==> src/rtl/adder_seq_pkg.sv <==
// ----------------------------------------------------------------------------
// adder_seq_pkg
// Shared types and width helpers for the adder share sequencer.
//   state_e   : sequencer state (IDLE, RUN, DONE)
//   BYTE_W    : width of one slice processed by the shared adder
//   idx_width : bits needed to index the byte slices of an operand
// ----------------------------------------------------------------------------
package adder_seq_pkg;

  localparam int BYTE_W = 8;

  typedef enum logic [1:0] {
    IDLE = 2'd0,
    RUN  = 2'd1,
    DONE = 2'd2
  } state_e;

  // Byte-index width; kept at least one bit so the index register always exists.
  function automatic int idx_width(input int nbytes);
    return (nbytes > 1) ? $clog2(nbytes) : 1;
  endfunction

endpackage : adder_seq_pkg

==> src/rtl/rr_arbiter2.sv <==
// ----------------------------------------------------------------------------
// rr_arbiter2
// Two-way round-robin arbiter with its own priority pointer.
//   clk, rst_n : clock, asynchronous active-low reset (pointer -> requester 0)
//   req_i[1:0] : request per requester
//   en_i       : arbitration enabled (grants forced to zero when low)
//   grant_o    : one-hot or zero grant; a grant is taken as an accept
// When both request, the pointer side wins. After any grant the pointer
// moves to the requester that did not win.
// ----------------------------------------------------------------------------
module rr_arbiter2 (
  input  logic       clk,
  input  logic       rst_n,
  input  logic [1:0] req_i,
  input  logic       en_i,
  output logic [1:0] grant_o
);

  logic ptr_q;
  logic ptr_d;

  always_comb begin
    // NOTE: every output of a combinational block gets a default first so no
    // path leaves it unassigned and no latch is inferred.
    grant_o = 2'b00;
    ptr_d   = ptr_q;
    if (en_i) begin
      unique case (req_i)
        2'b01:   grant_o = 2'b01;
        2'b10:   grant_o = 2'b10;
        2'b11:   grant_o = ptr_q ? 2'b10 : 2'b01;
        default: grant_o = 2'b00;
      endcase
    end
    // Winner 0 hands priority to 1 and vice versa.
    if (|grant_o) begin
      ptr_d = grant_o[0];
    end
  end

  // NOTE: state registers use non-blocking assignments so every flop samples
  // the pre-edge values, independent of process evaluation order.
  always_ff @(posedge clk or negedge rst_n) begin
    if (!rst_n) begin
      ptr_q <= 1'b0;
    end else begin
      ptr_q <= ptr_d;
    end
  end

endmodule : rr_arbiter2

==> src/rtl/adder_share_sequencer.sv <==
// ----------------------------------------------------------------------------
// adder_share_sequencer
// Shares one external combinational 8-bit adder between two requesters and
// runs multi-byte add/sub through it LSB byte first, chaining the carry.
//   clk, rst_n            : clock, asynchronous active-low reset
//   req_valid/req_ready   : per-requester request handshake (2 bits each)
//   req_a0/b0, req_a1/b1  : WIDTH-bit operands of requester 0 / 1
//   req_cin, req_sub      : per-requester carry-in and subtract select
//   add_x/add_y/add_cin   : byte operands and carry to the shared adder
//   add_s/add_cout        : sum byte and carry back from the shared adder
//   rsp_valid/rsp_ready   : response handshake, valid held until accepted
//   rsp_id/sum/cout/ovf   : requester index, result, carry-out, signed overflow
//   busy                  : sequencer not idle
// ----------------------------------------------------------------------------
module adder_share_sequencer
  import adder_seq_pkg::*;
#(
  parameter  int NBYTES = 4,
  localparam int WIDTH  = BYTE_W * NBYTES
) (
  input  logic               clk,
  input  logic               rst_n,
  input  logic [1:0]         req_valid,
  output logic [1:0]         req_ready,
  input  logic [WIDTH-1:0]   req_a0,
  input  logic [WIDTH-1:0]   req_b0,
  input  logic [WIDTH-1:0]   req_a1,
  input  logic [WIDTH-1:0]   req_b1,
  input  logic [1:0]         req_cin,
  input  logic [1:0]         req_sub,
  output logic [BYTE_W-1:0]  add_x,
  output logic [BYTE_W-1:0]  add_y,
  output logic               add_cin,
  input  logic [BYTE_W-1:0]  add_s,
  input  logic               add_cout,
  output logic               rsp_valid,
  input  logic               rsp_ready,
  output logic               rsp_id,
  output logic [WIDTH-1:0]   rsp_sum,
  output logic               rsp_cout,
  output logic               rsp_ovf,
  output logic               busy
);

  localparam int                IDX_W    = idx_width(NBYTES);
  localparam logic [IDX_W-1:0]  LAST_IDX = IDX_W'(NBYTES - 1);

  state_e             state_q, state_d;
  logic [IDX_W-1:0]   idx_q,   idx_d;
  logic [WIDTH-1:0]   a_q,     a_d;
  logic [WIDTH-1:0]   b_q,     b_d;     // already inverted for subtract
  logic [WIDTH-1:0]   sum_q,   sum_d;
  logic               carry_q, carry_d;
  logic               id_q,    id_d;

  logic [1:0]         grant;
  logic               accept;
  logic               sel_id;
  logic [WIDTH-1:0]   sel_a;
  logic [WIDTH-1:0]   sel_b;
  logic               sel_cin;
  logic               sel_sub;

  // Arbitration only while idle; gating with rst_n keeps req_ready at zero
  // for the whole time reset is held, even with requests pending.
  rr_arbiter2 u_arb (
    .clk     (clk),
    .rst_n   (rst_n),
    .req_i   (req_valid),
    .en_i    ((state_q == IDLE) && rst_n),
    .grant_o (grant)
  );

  assign req_ready = grant;
  assign accept    = |grant;
  assign sel_id    = grant[1];
  assign sel_a     = sel_id ? req_a1 : req_a0;
  assign sel_b     = sel_id ? req_b1 : req_b0;
  assign sel_cin   = req_cin[sel_id];
  assign sel_sub   = req_sub[sel_id];
  assign busy      = (state_q != IDLE);

  always_comb begin
    state_d   = state_q;
    idx_d     = idx_q;
    a_d       = a_q;
    b_d       = b_q;
    sum_d     = sum_q;
    carry_d   = carry_q;
    id_d      = id_q;
    add_x     = '0;
    add_y     = '0;
    add_cin   = 1'b0;
    rsp_valid = 1'b0;
    rsp_id    = 1'b0;
    rsp_sum   = '0;
    rsp_cout  = 1'b0;
    rsp_ovf   = 1'b0;

    unique case (state_q)
      IDLE: begin
        if (accept) begin
          // Subtract is A + ~B + 1; the requester's carry-in is ignored.
          a_d     = sel_a;
          b_d     = sel_b ^ {WIDTH{sel_sub}};
          carry_d = sel_sub | sel_cin;
          id_d    = sel_id;
          idx_d   = '0;
          sum_d   = '0;
          state_d = RUN;
        end
      end

      RUN: begin
        add_x   = a_q[BYTE_W*idx_q +: BYTE_W];
        add_y   = b_q[BYTE_W*idx_q +: BYTE_W];
        add_cin = carry_q;
        sum_d[BYTE_W*idx_q +: BYTE_W] = add_s;
        carry_d = add_cout;
        if (idx_q == LAST_IDX) begin
          idx_d   = '0;
          state_d = DONE;
        end else begin
          idx_d   = idx_q + 1'b1;
        end
      end

      DONE: begin
        rsp_valid = 1'b1;
        rsp_id    = id_q;
        rsp_sum   = sum_q;
        rsp_cout  = carry_q;
        // Carry into the MSB is a^b^s at that bit; overflow is it xor carry-out.
        rsp_ovf   = a_q[WIDTH-1] ^ b_q[WIDTH-1] ^ sum_q[WIDTH-1] ^ carry_q;
        if (rsp_ready) begin
          state_d = IDLE;
        end
      end

      default: state_d = IDLE;
    endcase
  end

  always_ff @(posedge clk or negedge rst_n) begin
    if (!rst_n) begin
      state_q <= IDLE;
      idx_q   <= '0;
      a_q     <= '0;
      b_q     <= '0;
      sum_q   <= '0;
      carry_q <= 1'b0;
      id_q    <= 1'b0;
    end else begin
      state_q <= state_d;
      idx_q   <= idx_d;
      a_q     <= a_d;
      b_q     <= b_d;
      sum_q   <= sum_d;
      carry_q <= carry_d;
      id_q    <= id_d;
    end
  end

endmodule : adder_share_sequencer
==> config.mk <==
export PLATFORM = sky130hd
export DESIGN_NAME = adder_share_sequencer
export DESIGN_NICKNAME = d
export VERILOG_FILES = /design/src/rtl/adder_seq_pkg.sv /design/src/rtl/rr_arbiter2.sv /design/src/rtl/adder_share_sequencer.sv
export SDC_FILE = /design/constraint.sdc
export NUM_CORES = 1
export LEC_CHECK = 0
export ABC_AREA = 1
export CORE_ASPECT_RATIO = 1.4
export CORE_UTILIZATION = 45
export CTS_CLUSTER_DIAMETER = 200
export DETAILED_ROUTE_END_ITERATION = 8
export GPL_TIMING_DRIVEN = 0
export PLACE_DENSITY = 0.81
export SLEW_MARGIN = 20
export SYNTH_ARGS = -nofsm -noshare
export SYNTH_HDL_FRONTEND = slang
export SYNTH_HIERARCHICAL = 1
export SYNTH_SLANG_ARGS = --single-unit
==> constraint.sdc <==
create_clock -name clk -period 2.6 [get_ports clk]
set_clock_uncertainty 0.15 [all_clocks]
set_input_delay 0.52 -clock clk [delete_from_list [all_inputs] [get_ports clk]]
set_output_delay 0.52 -clock clk [all_outputs]
set_load 0.1 [all_outputs]
==> results of run 1 <==
-- per-layer routing --
metal	vias to the layer above	global-route usage, %	share of wire (%)
li1	3904	-	-
met1	3394	30.26	39
met2	231	51.65	53
met3	56	3.670	4.7
met4	0	11.78	3.9
met5	-	0	0
-- registers in the layout (all words and copies together), names as in the netlist --
| signal | count |
|---|---|
| carry_q | 1 |
| u_arb/ptr_q | 1 |
| state_q | 2 |
| b_q | 32 |
| a_q | 32 |
| id_q | 1 |
| sum_q | 32 |
| idx_q | 2 |
-- logic make-up (layout without fill, tap and decap cells) --
group,Yosys count,in the layout,synth area share (%)
AND/OR/NAND/NOR,793,793,43.93
buffers and inverters,225,450,14.05
flip-flops,103,103,36.90
AO/OA/AOI/OAI,56,56,4.049
adder cells (fa/ha/maj),6,6,1.075
-- critical path: stages (launching register included) --
cell and delay [ns]:
sky130_fd_sc_hd__dfrtp_1 0.40, sky130_fd_sc_hd__buf_4 0.18, sky130_fd_sc_hd__inv_4 0.07, sky130_fd_sc_hd__buf_2 0.20, sky130_fd_sc_hd__nand2_1 0.08, sky130_fd_sc_hd__nand3_1 0.13
sky130_fd_sc_hd__a21oi_2 0.24, sky130_fd_sc_hd__buf_12 0.20
-- power groups by stage --
stage	logic, W	clock network, W	registers, W
4_1_cts	0.00586	0.00159	0.00261
2_1_floorplan	0.00433	0	0.00250
5_1_grt	0.00652	0.00165	0.00268
6_report	0.00597	0.00159	0.00262
3_3_place_gp	0.00566	0	0.00261
3_5_place_dp	0.00575	0	0.00264
-- per-stage QoR --
step / area, sq um / total power (W)
2_1_floorplan: 7465 / 0.006836
3_3_place_gp: 9717 / 0.008278
3_5_place_dp: 9746 / 0.008386
4_1_cts: 10160 / 0.01006
5_1_grt: 10220 / 0.01085
6_report: 10220 / 0.01017
-- worst min path at each step --
stage | startpoint | endpoint | slack (ns)
after global placement | sum_q[22] | sum_q[22] | 0.30
after global routing | rst_n | a_q[18] | 0.07
after detailed placement | b_q[22] | b_q[22] | 0.31
after floorplan | rst_n | a_q[0] | 0.07
final | rst_n | a_q[18] | 0.06
after CTS | rst_n | a_q[18] | 0.07
-- final cells by class --
cell class | count | area, sq um | share of cell area, %
tap | 192 | 240.2 | 2.351
sequential | 103 | 2577 | 25.23
clock inverter | 6 | 115.1 | 1.127
timing repair buffer | 209 | 2112 | 20.67
inverter | 167 | 643.1 | 6.294
buffer | 58 | 489.2 | 4.788
clock buffer | 10 | 239.0 | 2.339
multi-input combinational | 855 | 3801 | 37.20
-- cells in the final DEF (no fill, tap or decap), types with 2 or more instances in the layout --
cell                              instances
sky130_fd_sc_hd__clkdlybuf4s15_2          3
sky130_fd_sc_hd__buf_2                   16
sky130_fd_sc_hd__buf_8                    7
sky130_fd_sc_hd__nor2_1                  19
sky130_fd_sc_hd__buf_6                   26
sky130_fd_sc_hd__inv_2                    4
sky130_fd_sc_hd__a21oi_2                 17
sky130_fd_sc_hd__clkbuf_8                 2
sky130_fd_sc_hd__nor2_2                  36
sky130_fd_sc_hd__nand2_1                664
sky130_fd_sc_hd__clkdlybuf4s50_1        144
sky130_fd_sc_hd__clkdlybuf4s18_2          2
sky130_fd_sc_hd__inv_4                    3
sky130_fd_sc_hd__dlygate4sd3_1            3
sky130_fd_sc_hd__nand3_1                 21
sky130_fd_sc_hd__clkbuf_16                9
sky130_fd_sc_hd__o22ai_1                  2
sky130_fd_sc_hd__clkbuf_1                 2
sky130_fd_sc_hd__o21ai_1                 35
sky130_fd_sc_hd__bufinv_16                3
sky130_fd_sc_hd__dfrtp_1                103
sky130_fd_sc_hd__clkinvlp_4               3
sky130_fd_sc_hd__nand2_4                  5
sky130_fd_sc_hd__buf_16                   3
sky130_fd_sc_hd__inv_6                    2
sky130_fd_sc_hd__buf_12                   5
sky130_fd_sc_hd__ha_1                     6
sky130_fd_sc_hd__clkbuf_4                 3
sky130_fd_sc_hd__clkbuf_2                 8
sky130_fd_sc_hd__nand2_2                 17
sky130_fd_sc_hd__inv_1                  157
sky130_fd_sc_hd__buf_4                   43
sky130_fd_sc_hd__nand3_2                 30
-- timing repair --
item	CTS	global route
endpoints found under the hold margin	49	0
endpoints found under the setup margin	97	52
pin swaps	0	2
hold buffers	6	0
setup buffers	0	1
resized for setup	343	21
==> flow_metrics.env, run 1 <==
export IMPL_route_detailed_drc=0
export IMPL_area_growth_syn_to_layout_pct=46.29
export IMPL_power_per_cell_area_nw_per_um2=995.8
export IMPL_place_gp_congestion=0.8928
export IMPL_dpl_worst_slack_ns=-0.9880
export IMPL_syn_instance_count=1183
export IMPL_crit_type="flop to output port"
export IMPL_final_max_slew_viol_count=0
export IMPL_groute_usage_overall_pct=27.38
export IMPL_worst_endpoint_arrival_ns=1.85
export IMPL_synth_top_cells_by_count="sky130_fd_sc_hd__nand2_1 (682), sky130_fd_sc_hd__inv_1 (163), sky130_fd_sc_hd__dfrtp_1 (103), sky130_fd_sc_hd__nand3_1 (51), sky130_fd_sc_hd__nor2_1 (51)"
export IMPL_netSwitchingFraction_pct=49.83
export IMPL_synthesis_area_sq_um=6984
export IMPL_fin_nets=1555
export IMPL_grt_max_degree=48
export IMPL_antenna_found_initial=0
export IMPL_ff2ff_setup_slack_ns=0.18
export IMPL_worstSetupEndpoint="add_x[2]"
export IMPL_core_area_sq_um=15120
export IMPL_ys_types=21
export IMPL_place_port_buffers=201
export IMPL_dr_vias=7585
export IMPL_grt_ovfl_total=0
export IMPL_min_path_type="input port to async pin"
export IMPL_pwr_share_comb_pct=58.7
export IMPL_dp_cells=1577
export IMPL_clock_root_buffer="sky130_fd_sc_hd__clkbuf_16"
export IMPL_fillCellCount=1386
export IMPL_ant_nets=0
export IMPL_worst_pin_slew_ns=0.9498
export IMPL_utilization_pct=67.58
export IMPL_worst_r2r_cell_count=12
export IMPL_cts_tree="yes"
export IMPL_drt_iter0_drc=329
export IMPL_startpoint_type="flop"
export IMPL_yosysWarnings=6
export IMPL_ys_async_sr_fraction_pct=100.0
export IMPL_relSlewSlack_pct=36.93
export IMPL_worst_endpoint_required_ns=1.93
export IMPL_synth_sequential_area_ratio_pct=36.90
export IMPL_startpoint="idx_q[0]"
export IMPL_post_drt_wl_per_cell_microns=13.38
export IMPL_number_of_global_route_vias_before_repair=7290
export IMPL_post_synth_top_count_cell="sky130_fd_sc_hd__nand2_1"
export IMPL_starting_density_pct=46.19
export IMPL_clock_tree_buffer_depth=2
export IMPL_worst_r2r_startpoint="state_q[1]"
export IMPL_period_share_pct=97.01
export IMPL_worst_ir_drop_vdd_v=0.0007665
export IMPL_setup_viol=0
export IMPL_finish_cell_count_without_fillers=1600
export IMPL_drive_gt1_share_pct=17.76
export IMPL_postLayoutSetupSlackWorst_ns=0.07767
export IMPL_cts_max_level=3
export IMPL_switchingPower_w=0.005070
export IMPL_holdWs_ns=0.06185
export IMPL_final_sum_of_negative_setup_slack_ns=0
export IMPL_timing_hold_violations_final=0
export IMPL_endpoint_type_of_the_worst_setup_path="output port"
export IMPL_die_height_microns=149.4
export IMPL_clk_latency_ns=0.35
export IMPL_cts_buffers=9
export IMPL_seqPwrFrac_pct=25.7
export IMPL_route_final_wire_length_mm=21.40
export IMPL_outcome="finished clean"
export IMPL_power_share_clock_pct=15.6
export IMPL_first_pass_grt_wire_length_mm=33.96
export IMPL_synth_ff_latch_count=103
export IMPL_critical_path_reg2reg_endpoint="b_q[6]"
export IMPL_clk_pin_slew_ns=0.07
export IMPL_syn_num_nets=1335
export IMPL_design_portCount=202
export IMPL_final_critical_delay_including_setup_and_external_delays_ns=2.522
export IMPL_cell_internal_pwr_w=0.005105
export IMPL_clock_sinks=103
export IMPL_rsz0062_at_grt="no"
export IMPL_synth_avg_cell_area_sq_um=5.904
export IMPL_total_iterations_of_the_first_detailed_routing_run=4
export IMPL_die_width_microns=107.3
export IMPL_post_synth_edffs=0
export IMPL_drv_max_cap_violation_count=0
export IMPL_ys_top_cells_by_area="sky130_fd_sc_hd__dfrtp_1 (37%), sky130_fd_sc_hd__nand2_1 (37%), sky130_fd_sc_hd__inv_1 (8.8%)"
export IMPL_worstPathMaxFanout=10
export IMPL_synth_top_cell_area_share_pct=36.90
export IMPL_max_freq_ghz=0.3965
export IMPL_antenna_cells_inserted=0
export IMPL_detail_route_vias_per_cell=4.741
export IMPL_synth_top_area_cell="sky130_fd_sc_hd__dfrtp_1"
export IMPL_number_of_rows_created_at_floorplan=53
export IMPL_die_area_sq_um=16030
export IMPL_hpwlAfterDp_mm=16.32
export IMPL_leakage_nw=5.554
export IMPL_synth_top_flop_cell="sky130_fd_sc_hd__dfrtp_1"
Power figures use the tool's default switching activity.
==> inputs of run 2 (changes only) <==
==> constraint.sdc (replaced) <==
create_clock -name clk -period 3.2 [get_ports clk]
set_clock_uncertainty 0.15 [all_clocks]
set_input_delay 0.64 -clock clk [delete_from_list [all_inputs] [get_ports clk]]
set_output_delay 0.64 -clock clk [all_outputs]
set_load 0.02 [all_outputs]
==> flow_metrics.env, run 2 (synthesis gave the netlist of run 1 again) <==
export IMPL_clock_tree_buffer_depth=2
export IMPL_grt_ovfl_total=0
export IMPL_grt_max_degree=41
export IMPL_most_common_library_cell_in_the_layout_ignoring_fill_and_taps="sky130_fd_sc_hd__nand2_1"
export IMPL_groute_usage_overall_pct=26.75
export IMPL_cts_max_level=3
export IMPL_leakage_nw=5.435
export IMPL_fin_nets=1551
export IMPL_outcome="finished clean"
export IMPL_number_of_rows_created_at_floorplan=53
export IMPL_die_height_microns=149.4
export IMPL_most_used_cells_in_the_layout_excluding_fill_and_tap_cells="sky130_fd_sc_hd__nand2_1 (682), sky130_fd_sc_hd__clkdlybuf4s50_1 (191), sky130_fd_sc_hd__inv_1 (163)"
export IMPL_final_critical_delay_including_setup_and_external_delays_ns=3.066
export IMPL_period_share_pct=95.80
export IMPL_min_path_type="input port to async pin"
export IMPL_relSlewSlack_pct=61.34
export IMPL_ant_nets=0
export IMPL_holdWs_ns=0.07590
export IMPL_dr_vias=7620
export IMPL_reg_largest_list="a_q x32, b_q x32, sum_q x32"
export IMPL_power_share_clock_pct=17.1
export IMPL_clock_root_buffer="sky130_fd_sc_hd__clkbuf_16"
export IMPL_netSwitchingFraction_pct=44.27
export IMPL_route_top_layer_used="met4"
export IMPL_pwr_share_comb_pct=51.7
export IMPL_met3_wirelength_microns=884
export IMPL_antenna_cells_inserted=0
export IMPL_die_width_microns=107.3
export IMPL_worst_endpoint_required_ns=2.41
export IMPL_worstPathMaxFanout=10
export IMPL_place_gp_congestion=0.9129
export IMPL_seqPwrFrac_pct=31.2
export IMPL_wl_met1_mm=8.221
export IMPL_postLayoutSetupSlackWorst_ns=0.1343
export IMPL_worst_ir_drop_vdd_v=0.0003490
export IMPL_route_detailed_drc=0
export IMPL_dpl_worst_slack_ns=-0.08106
export IMPL_met2_wire_length_mm=11.34
export IMPL_detail_route_vias_per_cell=4.774
export IMPL_total_iterations_of_the_first_detailed_routing_run=4
export IMPL_die_area_sq_um=16030
export IMPL_timing_hold_violations_final=0
export IMPL_drive_gt1_share_pct=5.556
export IMPL_route_final_wire_length_mm=21.03
export IMPL_starting_density_pct=46.19
export IMPL_place_port_buffers=201
export IMPL_clk_latency_ns=0.35
export IMPL_core_area_sq_um=15120
export IMPL_antenna_found_initial=0
export IMPL_post_layout_total_power_w=0.006758
export IMPL_post_drt_wl_per_cell_microns=13.18
export IMPL_clk_pin_slew_ns=0.07
export IMPL_worst_endpoint_arrival_ns=2.28
export IMPL_switchingPower_w=0.002991
export IMPL_cts_buffers=9
export IMPL_rsz0062_at_grt="no"
export IMPL_drt_iter0_drc=336
export IMPL_first_pass_grt_wire_length_mm=33.29
export IMPL_final_sum_of_negative_setup_slack_ns=0
export IMPL_clock_sinks=103
export IMPL_startpoint_type="flop"
export IMPL_hpwlAfterDp_mm=16.06
export IMPL_crit_type="flop to output port"
export IMPL_design_portCount=202
export IMPL_cts_tree="yes"
export IMPL_area_growth_syn_to_layout_pct=38.50
export IMPL_fillCellCount=1432
export IMPL_cell_internal_pwr_w=0.003766
export IMPL_power_per_cell_area_nw_per_um2=698.6
export IMPL_setup_viol=0
export IMPL_worst_r2r_cell_count=14
export IMPL_max_freq_ghz=0.3262
export IMPL_worst_pin_slew_ns=0.5780
export IMPL_endpoint_type_of_the_worst_setup_path="output port"
export IMPL_number_of_global_route_vias_before_repair=7149
export IMPL_final_max_slew_viol_count=0
export IMPL_drv_max_cap_violation_count=0
-- run 2: cell types whose count changed in the layout (fill, tap and decap cells not counted), moves of 10 or more --
cell                              delta
sky130_fd_sc_hd__a21oi_1            +18
sky130_fd_sc_hd__a21oi_2            -17
sky130_fd_sc_hd__buf_4              -36
sky130_fd_sc_hd__buf_6              -16
sky130_fd_sc_hd__clkbuf_1           +10
sky130_fd_sc_hd__clkdlybuf4s50_1    +47
sky130_fd_sc_hd__nand2_1            +18
sky130_fd_sc_hd__nand2_2            -14
sky130_fd_sc_hd__nand3_1            +30
sky130_fd_sc_hd__nand3_2            -30
sky130_fd_sc_hd__nor2_1             +32
sky130_fd_sc_hd__nor2_2             -31
sky130_fd_sc_hd__o21ai_0            +12
sky130_fd_sc_hd__o21ai_1            -12
-- run 2: path summary, 6_finish.rpt --
check                           start   endpoint  slack (ns)
max reg2reg                state_q[1]    b_q[30]        0.64
min reg2reg                 sum_q[18]  sum_q[18]        0.33
min                             rst_n    a_q[10]        0.08
max                          idx_q[0]   add_x[0]        0.13
max in group asynchronous       rst_n    a_q[15]        1.84
min in group clk            sum_q[18]  sum_q[18]        0.33
-- run 2: critical path, cell delays in order (launching register included) --
cell	delay [ns]
sky130_fd_sc_hd__dfrtp_1	0.40
sky130_fd_sc_hd__buf_2	0.22
sky130_fd_sc_hd__inv_2	0.12
sky130_fd_sc_hd__buf_2	0.21
sky130_fd_sc_hd__nand2_1	0.09
sky130_fd_sc_hd__nand3_1	0.07
sky130_fd_sc_hd__a21oi_1	0.17
sky130_fd_sc_hd__clkdlybuf4s50_1	0.65
-- run 2: power by group through the flow --
stage,clock network (W),registers (W),logic [W]
2_1_floorplan,0,0.00203,0.00232
3_3_place_gp,0,0.00211,0.00339
3_5_place_dp,0,0.00213,0.00346
4_1_cts,0.00116,0.00210,0.00349
5_1_grt,0.00121,0.00216,0.00391
6_report,0.00116,0.00211,0.00349
-- run 2: final cells by class --
type / instances / area, sq um / share of cell area, %
multi-input cells: 855 / 3426 / 35.42
flip-flops and latches: 103 / 2577 / 26.65
repair buffers: 205 / 2127 / 21.99
inverters: 167 / 629.4 / 6.506
plain buffers: 58 / 357.8 / 3.699
well taps: 192 / 240.2 / 2.484
clock buffers: 10 / 239.0 / 2.471
clock inverters: 6 / 76.32 / 0.7890
-- run 2: per-stage QoR --
step / instances / area, sq um / utilization, %
3_3_place_gp: 1576 / 9236 / 61.09
2_1_floorplan: 1183 / 6984 / -
6_report: 1596 / 9673 / 63.98
4_1_cts: 1594 / 9612 / 63.57
5_1_grt: 1596 / 9673 / 63.98
3_5_place_dp: 1577 / 9265 / 61.28
-- run 2: repair_timing --
| action | CTS | global route |
|---|---|---|
| endpoints found under the setup margin | 5 | 13 |
| endpoints found under the hold margin | 0 | 12 |
| resized for setup | 3 | 15 |
| gates cloned | 1 | 0 |
| setup buffers | 0 | 0 |
| hold buffers | 0 | 2 |
-- run 2: per-layer routing --
| layer | global-route usage [%] | vias to the layer above |
|---|---|---|
| met3 | 2.490 | 31 |
| met5 | 0 | - |
| met2 | 51.16 | 226 |
| li1 | - | 3893 |
| met1 | 30.16 | 3470 |
| met4 | 10.27 | 0 |
